==> config.mk <==
export PLATFORM = sky130hd
export DESIGN_NAME = fifo_wr_arbiter
export DESIGN_NICKNAME = d
export VERILOG_FILES = /design/src/rtl/fifo_wr_arbiter.sv
export SDC_FILE = /design/constraint.sdc
export NUM_CORES = 1
export LEC_CHECK = 0
export ABC_AREA = 1
export CORE_MARGIN = 2
export CORE_UTILIZATION = 35
export CTS_CLUSTER_SIZE = 25
export DETAILED_ROUTE_END_ITERATION = 8
export PLACE_DENSITY = 0.87
export REMOVE_ABC_BUFFERS = 1
export SYNTH_ARGS = -nofsm -noshare
export SYNTH_HDL_FRONTEND = slang
export SYNTH_SLANG_ARGS = --single-unit
==> constraint.sdc <==
create_clock -name clk -period 3.4 [get_ports clk]
set_clock_uncertainty 0.05 [all_clocks]
set_input_delay 0.85 -clock clk [delete_from_list [all_inputs] [get_ports clk]]
set_output_delay 0.85 -clock clk [all_outputs]
set_load 0.05 [all_outputs]
==> src/rtl/fifo_wr_arbiter.sv <==
// fifo_wr_arbiter: round-robin, burst-limited arbiter sharing one FIFO write port.
//
// Ports:
//   clk        rising-edge clock
//   rst        asynchronous active-low reset
//   req_valid  per-requester beat available
//   req_data   per-requester beat data, requester i at [i*DATA_W +: DATA_W]
//   req_ready  per-requester beat accepted this cycle (combinational)
//   fifo_full  FIFO full flag
//   fifo_w_en  FIFO write enable (combinational)
//   fifo_data  FIFO write data, granted requester's slice (combinational)
//   grant      registered one-hot grant, zero when idle
//   busy       registered, high while a burst is in progress
//
// Optional feature macro: FIFO_ARB_PRIO_EN
//   When defined, requester 0 wins every idle arbitration it requests and does
//   not advance the round-robin pointer; the rest rotate as usual.

module fifo_wr_arbiter #(
  parameter int unsigned NREQ      = 4,
  parameter int unsigned DATA_W    = 32,
  parameter int unsigned MAX_BURST = 4
) (
  input  logic                     clk,
  input  logic                     rst,
  input  logic [NREQ-1:0]          req_valid,
  input  logic [NREQ*DATA_W-1:0]   req_data,
  output logic [NREQ-1:0]          req_ready,
  input  logic                     fifo_full,
  output logic                     fifo_w_en,
  output logic [DATA_W-1:0]        fifo_data,
  output logic [NREQ-1:0]          grant,
  output logic                     busy
);

  localparam int unsigned IDX_W  = $clog2(NREQ);
  localparam int unsigned BEAT_W = $clog2(MAX_BURST) + 1;

  typedef enum logic {
    IDLE  = 1'b0,
    BURST = 1'b1
  } state_t;

  state_t             r_state,     w_next_state;
  logic [IDX_W-1:0]   r_rr_ptr,    w_next_rr_ptr;
  logic [IDX_W-1:0]   r_grant_idx, w_next_grant_idx;
  logic [BEAT_W-1:0]  r_beat_cnt,  w_next_beat_cnt;
  logic [NREQ-1:0]    r_grant,     w_next_grant;
  logic               r_busy,      w_next_busy;

  logic               w_in_burst;
  logic               w_cur_valid;
  logic               w_accept;
  logic               w_sel_found;
  logic [IDX_W-1:0]   w_sel_idx;
  logic [IDX_W-1:0]   w_cand;
  logic [IDX_W-1:0]   w_rr_after;

  assign w_in_burst  = (r_state == BURST);
  assign w_cur_valid = req_valid[r_grant_idx];
  assign w_accept    = w_in_burst & w_cur_valid & ~fifo_full;
  assign w_rr_after  = (r_grant_idx == IDX_W'(NREQ - 1)) ? '0 : r_grant_idx + IDX_W'(1);

  // First valid requester at or after rr_ptr, wrapping modulo NREQ
  always_comb begin
    w_sel_found = 1'b0;
    w_sel_idx   = '0;
    w_cand      = '0;
`ifdef FIFO_ARB_PRIO_EN
    if (req_valid[0]) begin
      w_sel_found = 1'b1;
    end
`endif
    for (int k = 0; k < int'(NREQ); k++) begin
      w_cand = IDX_W'((int'(r_rr_ptr) + k) % int'(NREQ));
      if (!w_sel_found && req_valid[w_cand]) begin
        w_sel_found = 1'b1;
        w_sel_idx   = w_cand;
      end
    end
  end

  // Next-state logic
  always_comb begin
    w_next_state     = r_state;
    w_next_rr_ptr    = r_rr_ptr;
    w_next_grant_idx = r_grant_idx;
    w_next_beat_cnt  = r_beat_cnt;
    w_next_grant     = r_grant;
    w_next_busy      = r_busy;
    case (r_state)
      IDLE: begin
        if (w_sel_found) begin
          w_next_state            = BURST;
          w_next_grant_idx        = w_sel_idx;
          w_next_grant            = '0;
          w_next_grant[w_sel_idx] = 1'b1;
          w_next_beat_cnt         = '0;
          w_next_busy             = 1'b1;
        end
      end
      BURST: begin
        if (w_accept) begin
          w_next_beat_cnt = r_beat_cnt + BEAT_W'(1);
        end
        // Drained exit wins over a full-FIFO stall
        if (!w_cur_valid || (w_accept && r_beat_cnt == BEAT_W'(MAX_BURST - 1))) begin
          w_next_state = IDLE;
          w_next_grant = '0;
          w_next_busy  = 1'b0;
`ifdef FIFO_ARB_PRIO_EN
          if (r_grant_idx != '0) begin
            w_next_rr_ptr = w_rr_after;
          end
`else
          w_next_rr_ptr = w_rr_after;
`endif
        end
      end
      default: begin
        w_next_state = IDLE;
      end
    endcase
  end

  // State register
  always_ff @(posedge clk or negedge rst) begin
    if (!rst) begin
      r_state     <= IDLE;
      r_rr_ptr    <= '0;
      r_grant_idx <= '0;
      r_beat_cnt  <= '0;
      r_grant     <= '0;
      r_busy      <= 1'b0;
    end else begin
      r_state     <= w_next_state;
      r_rr_ptr    <= w_next_rr_ptr;
      r_grant_idx <= w_next_grant_idx;
      r_beat_cnt  <= w_next_beat_cnt;
      r_grant     <= w_next_grant;
      r_busy      <= w_next_busy;
    end
  end

  // Zero-latency write path from the granted requester
  always_comb begin
    req_ready = '0;
    fifo_data = '0;
    if (w_in_burst) begin
      req_ready[r_grant_idx] = ~fifo_full;
      fifo_data              = req_data[int'(r_grant_idx)*int'(DATA_W) +: DATA_W];
    end
  end

  assign fifo_w_en = w_accept;
  assign grant     = r_grant;
  assign busy      = r_busy;

endmodule

Word level (Yosys, flattened, before mapping):

Cells that the tools add are included.

* $add $sub $neg: 5
* bitwise operators: 5
* equality and inequality tests: 5
* reduce and logical (&&, ||, !) cells: 15
* shifts and indexed selects: 1
* multiplexer cells: 37
* magnitude comparators: 8

Operators with widths (count)
* $shiftx 128x8->32: 1
* $mux 32: 1
* $lt 2x3->1 const B: 6
* $mux 1: 15
* $mux 4: 3
* $bmux 1 s2: 5
* $mux 2: 5
* $pmux 4 s2: 1
* $reduce_and 2->1: 4
* $logic_and 1x1->1: 6
* $mux 3: 2
* $pmux 3 s2: 1
* $add 2x1->2 const B: 2
* $add 2x2->2 const B: 2
* $and 4x4->4: 1
* $demux 1 s2: 2
* $ge 2x1->1 const B: 2
* $logic_not 1->1: 4
* $ne 2x1->1 const B: 2
* $pmux 1 s2: 2
* $add 3x1->3 const B: 1
* $eq 3x2->1 const B: 1
* $and 1x1->1: 2
* $eq 2x2->1 const B: 1
* 3 further kinds: 4

* flip-flop bits (word level): 13
* output and inout bits: 42
* logic and storage cells: 82
* input bits: 135

Longest topological paths before layout:

* word-level depth: 18
* mapped depth: 13
* mapped depth without buffers: 12

Worst setup path after synthesis:

OpenSTA, ideal clock, no wires.

* path type: reg2out
* from: reg r_grant_idx[1]
* to: out fifo_data[24]
* data arrival time: 1839 ps
* stages on the path, launching flop included: 7
* setup slack: 661 ps
* data required time: 2500 ps
* buffers on the path: 2
* path through: dfrtp_1 > buf_2 > clkinv_1 > clkbuf_1 > nor2_1 > o21ai_0 > a21oi_1

* cells in the longest elaborated chain, start to end: 2

RTL lines
* start: declaration: line 46 `logic [IDX_W-1:0] r_grant_idx, w_next_grant_idx;`
* start signal: assignment: line 138 `r_grant_idx <= w_next_grant_idx;`
* $shiftx 128x8->32: line 151 `fifo_data = req_data[int'(r_grant_idx)*int'(DATA_W) +: DATA_W];`
* $mux 32: line 149 `if (w_in_burst) begin`
* end: declaration: line 31 `output logic [DATA_W-1:0] fifo_data,`

Every way passes these cells.

Worst setup path after layout:

* from: in req_valid[2]
* to: out fifo_w_en

* cells in the longest elaborated chain, start to end: 4

RTL lines
* start: declaration: line 26 `input logic [NREQ-1:0] req_valid,`
* $bmux 1 s2: line 60 `assign w_cur_valid = req_valid[r_grant_idx];`
* $mux 1 (not written as such): line 60
* $and 1x1->1 (2 in series): line 61 `assign w_accept = w_in_burst & w_cur_valid & ~fifo_full;`
* end: declaration: line 30 `output logic fifo_w_en,`

Every way passes these cells. The select of a mux whose other input is x is not followed.

==> results.ini <==
[placed_design]
numPortBuffers=176
post-place-ws_ns=0.2286
hpwlAfterDp_mm=7.554
gp_congestion=0.8702

[routing]
drt_first_pass_iters=4
vias_per_cell=5.062
drt_iter0_markers=176
vias=3199
antenna_left=0
wl_mm=9.465
wire_per_inst_um=14.98
drc=0

[clocking]
cts_hold_buf=0
cts_buffers=3
cts_max_level=1
clk_latency_ns=0.24
path_clk_slew_ns=0.05
cts_tree=done
cts_setup_buffers=0
root_buffer=clkbuf_8
cts-resized-gates=0
clk_path_buf_depth=2
cts_num_sinks=13

[grt]
track_usage=0.2790
grt_antenna_before_repair=0
grt-ovfl-total=0
grt_pass1_wl_mm=14.36
grt_pass1_vias=3101
grt_start_max_net_pins=70

[worst_setup_path]
crit_fanout=6
r2r_setup_slack_ns=1.34
critPathRequiredTime_ns=2.50
cp.arrival_ns=2.29
cp-start-kind=input port
critical_path_class=input port to output port
end_kind=output port

[yosys]
synth.avg_cell_area_um2=5.187
yosysTopAreaCell=nor2_1
netlist.area_leader.share=0.2527
postSynth.topFlopCell=dfrtp_1
synth_cell_types=23
netlist_area_um2=2064
synthesis.instances=398
ys_ff_latch=13
ys_top_cells_by_area=nor2_1 25%, o21ai_0 17%, dfrtp_1 16%
synth_async_sr_flop_share=1.000
synth_warnings=0
ys_seq_area_frac=0.1576
yosysMostFrequentCell=nor2_1
synth_edf_count=0
synth_top_cells_by_count=139 x nor2_1, 70 x o21ai_0, 56 x nand2_1

[run]
cap_violations=0

[power_and_ir_drop]
fin_total_pwr_mw=4.347
power_density_nw_per_um2=1030
vdd_ir_drop_max_v=0.0007613
leakage_nw=1.840

[die]
die_x_um=80.80
fp-row-count=27
core_um2=5608
start_util=0.3681
fp.dieH_um=80.80
boundaryPins=177
die-area_um2=6529

[worst_hold_path]
hp-class=flip-flop to flip-flop

[cells_and_area]
drive_gt1_frac=0.1143
area_growth_pct=104.5
antenna_cells_inserted=0
multi_input_area_um2=1515
fin_util=0.7528
fin_nets=702
nFillCells=460
ff_latch_area_um2=326.6

[run_status]
run_status=complete, no violations

[timing]
layout_setup_ws_ns=0.2083
min_period_ns=3.192
hold_viol=0
rsz0062_at_grt=no
relSlewSlack=0.5219
fmax_ghz=0.3133
setup_viol=0
maxSlewViolCount=0
worstMarginPinSlew_ns=0.7172
min_period_over_period=0.9387

[power by group]
part | switching (mW) | internal (mW) | leakage [nW] | total, mW
sequential | 0.0577 | 0.217 | 0.164 | 0.275
combinational | 2.35 | 1.58 | 1.65 | 3.93
clock | 0.0566 | 0.0829 | 0.0228 | 0.139
[routing by layer]
metal,track usage,vias up,share of wire
li1,-,1605,-
met1,0.2993,1431,0.36
met2,0.5116,141,0.53
met3,0.08333,22,0.080
met4,0.1068,0,0.034
met5,0,-,0
[cell usage in the layout (no fill, tap or decap), drive strengths merged]
cell type,netlist,final
nand3,19,19
clkinv,2,2
buf,12,46
o21ai,74,74
clkbuf,15,4
nor2,141,141
ha,6,6
inv,20,20
clkdlybuf4s50,0,139
a21boi,1,1
dfrtp,13,13
nand2,62,62
nand4,1,1
a21oi,32,32
[worst paths after layout]
| path | start | end | cells past startpoint |
|---|---|---|---|
| worst max-delay path | req_valid[2] | fifo_w_en | 6 |
| worst min-delay path | busy$_DFFE_PN0P_ | busy$_DFFE_PN0P_ | 2 |
| worst max register to register | r_grant_idx[0]$_DFFE_PN0P_ | r_rr_ptr[1]$_DFFE_PN0P_ | 8 |
| worst min register to register | busy$_DFFE_PN0P_ | busy$_DFFE_PN0P_ | 2 |
| max in group asynchronous | rst | r_grant_idx[0]$_DFFE_PN0P_ | 1 |
| min in group asynchronous | rst | grant[2]$_DFFE_PN0P_ | 1 |
[sequential cells by signal, indices dropped and copies added, names as in the netlist]
signal,flops
r_beat_cnt,3
r_grant_idx,2
busy,1
grant,4
r_rr_ptr,2
r_state,1
[stage by stage]
stage / instances / hold slack (ns) / instance area, µm² / TNS (ns)
finish: 632 / 0.4549 / 4222 / 0
global route: 632 / 0.4696 / 4222 / 0
CTS: 632 / 0.4586 / 4222 / 0
detailed placement: 628 / 0.4475 / 4177 / 0
global placement: 628 / 0.4058 / 4177 / 0
floorplan: 371 / 0.4186 / 1923 / -8.339
[worst max-delay path, cell delays in order]
cell and delay [ns]:
clkdlybuf4s50_1 0.53, o21ai_0 0.12, o21ai_1 0.28, nand2_1 0.20, inv_1 0.11, buf_4 0.20
[layout make-up]
type                    count  share of cell area
clock buffers               4             0.01067
inverters                  22             0.01956
multi-input cells         336              0.3589
flip-flops and latches     13             0.07736
well taps                  72             0.02134
repair buffers            185              0.5122
[kinds of logic after synthesis]
group	Yosys count	share of synthesized area
fa+ha+maj	6	0.03636
simple gates	223	0.4352
buf+inv	49	0.1085
compound gates	107	0.2624
flops	13	0.1576
Power figures use the tool's default switching activity.
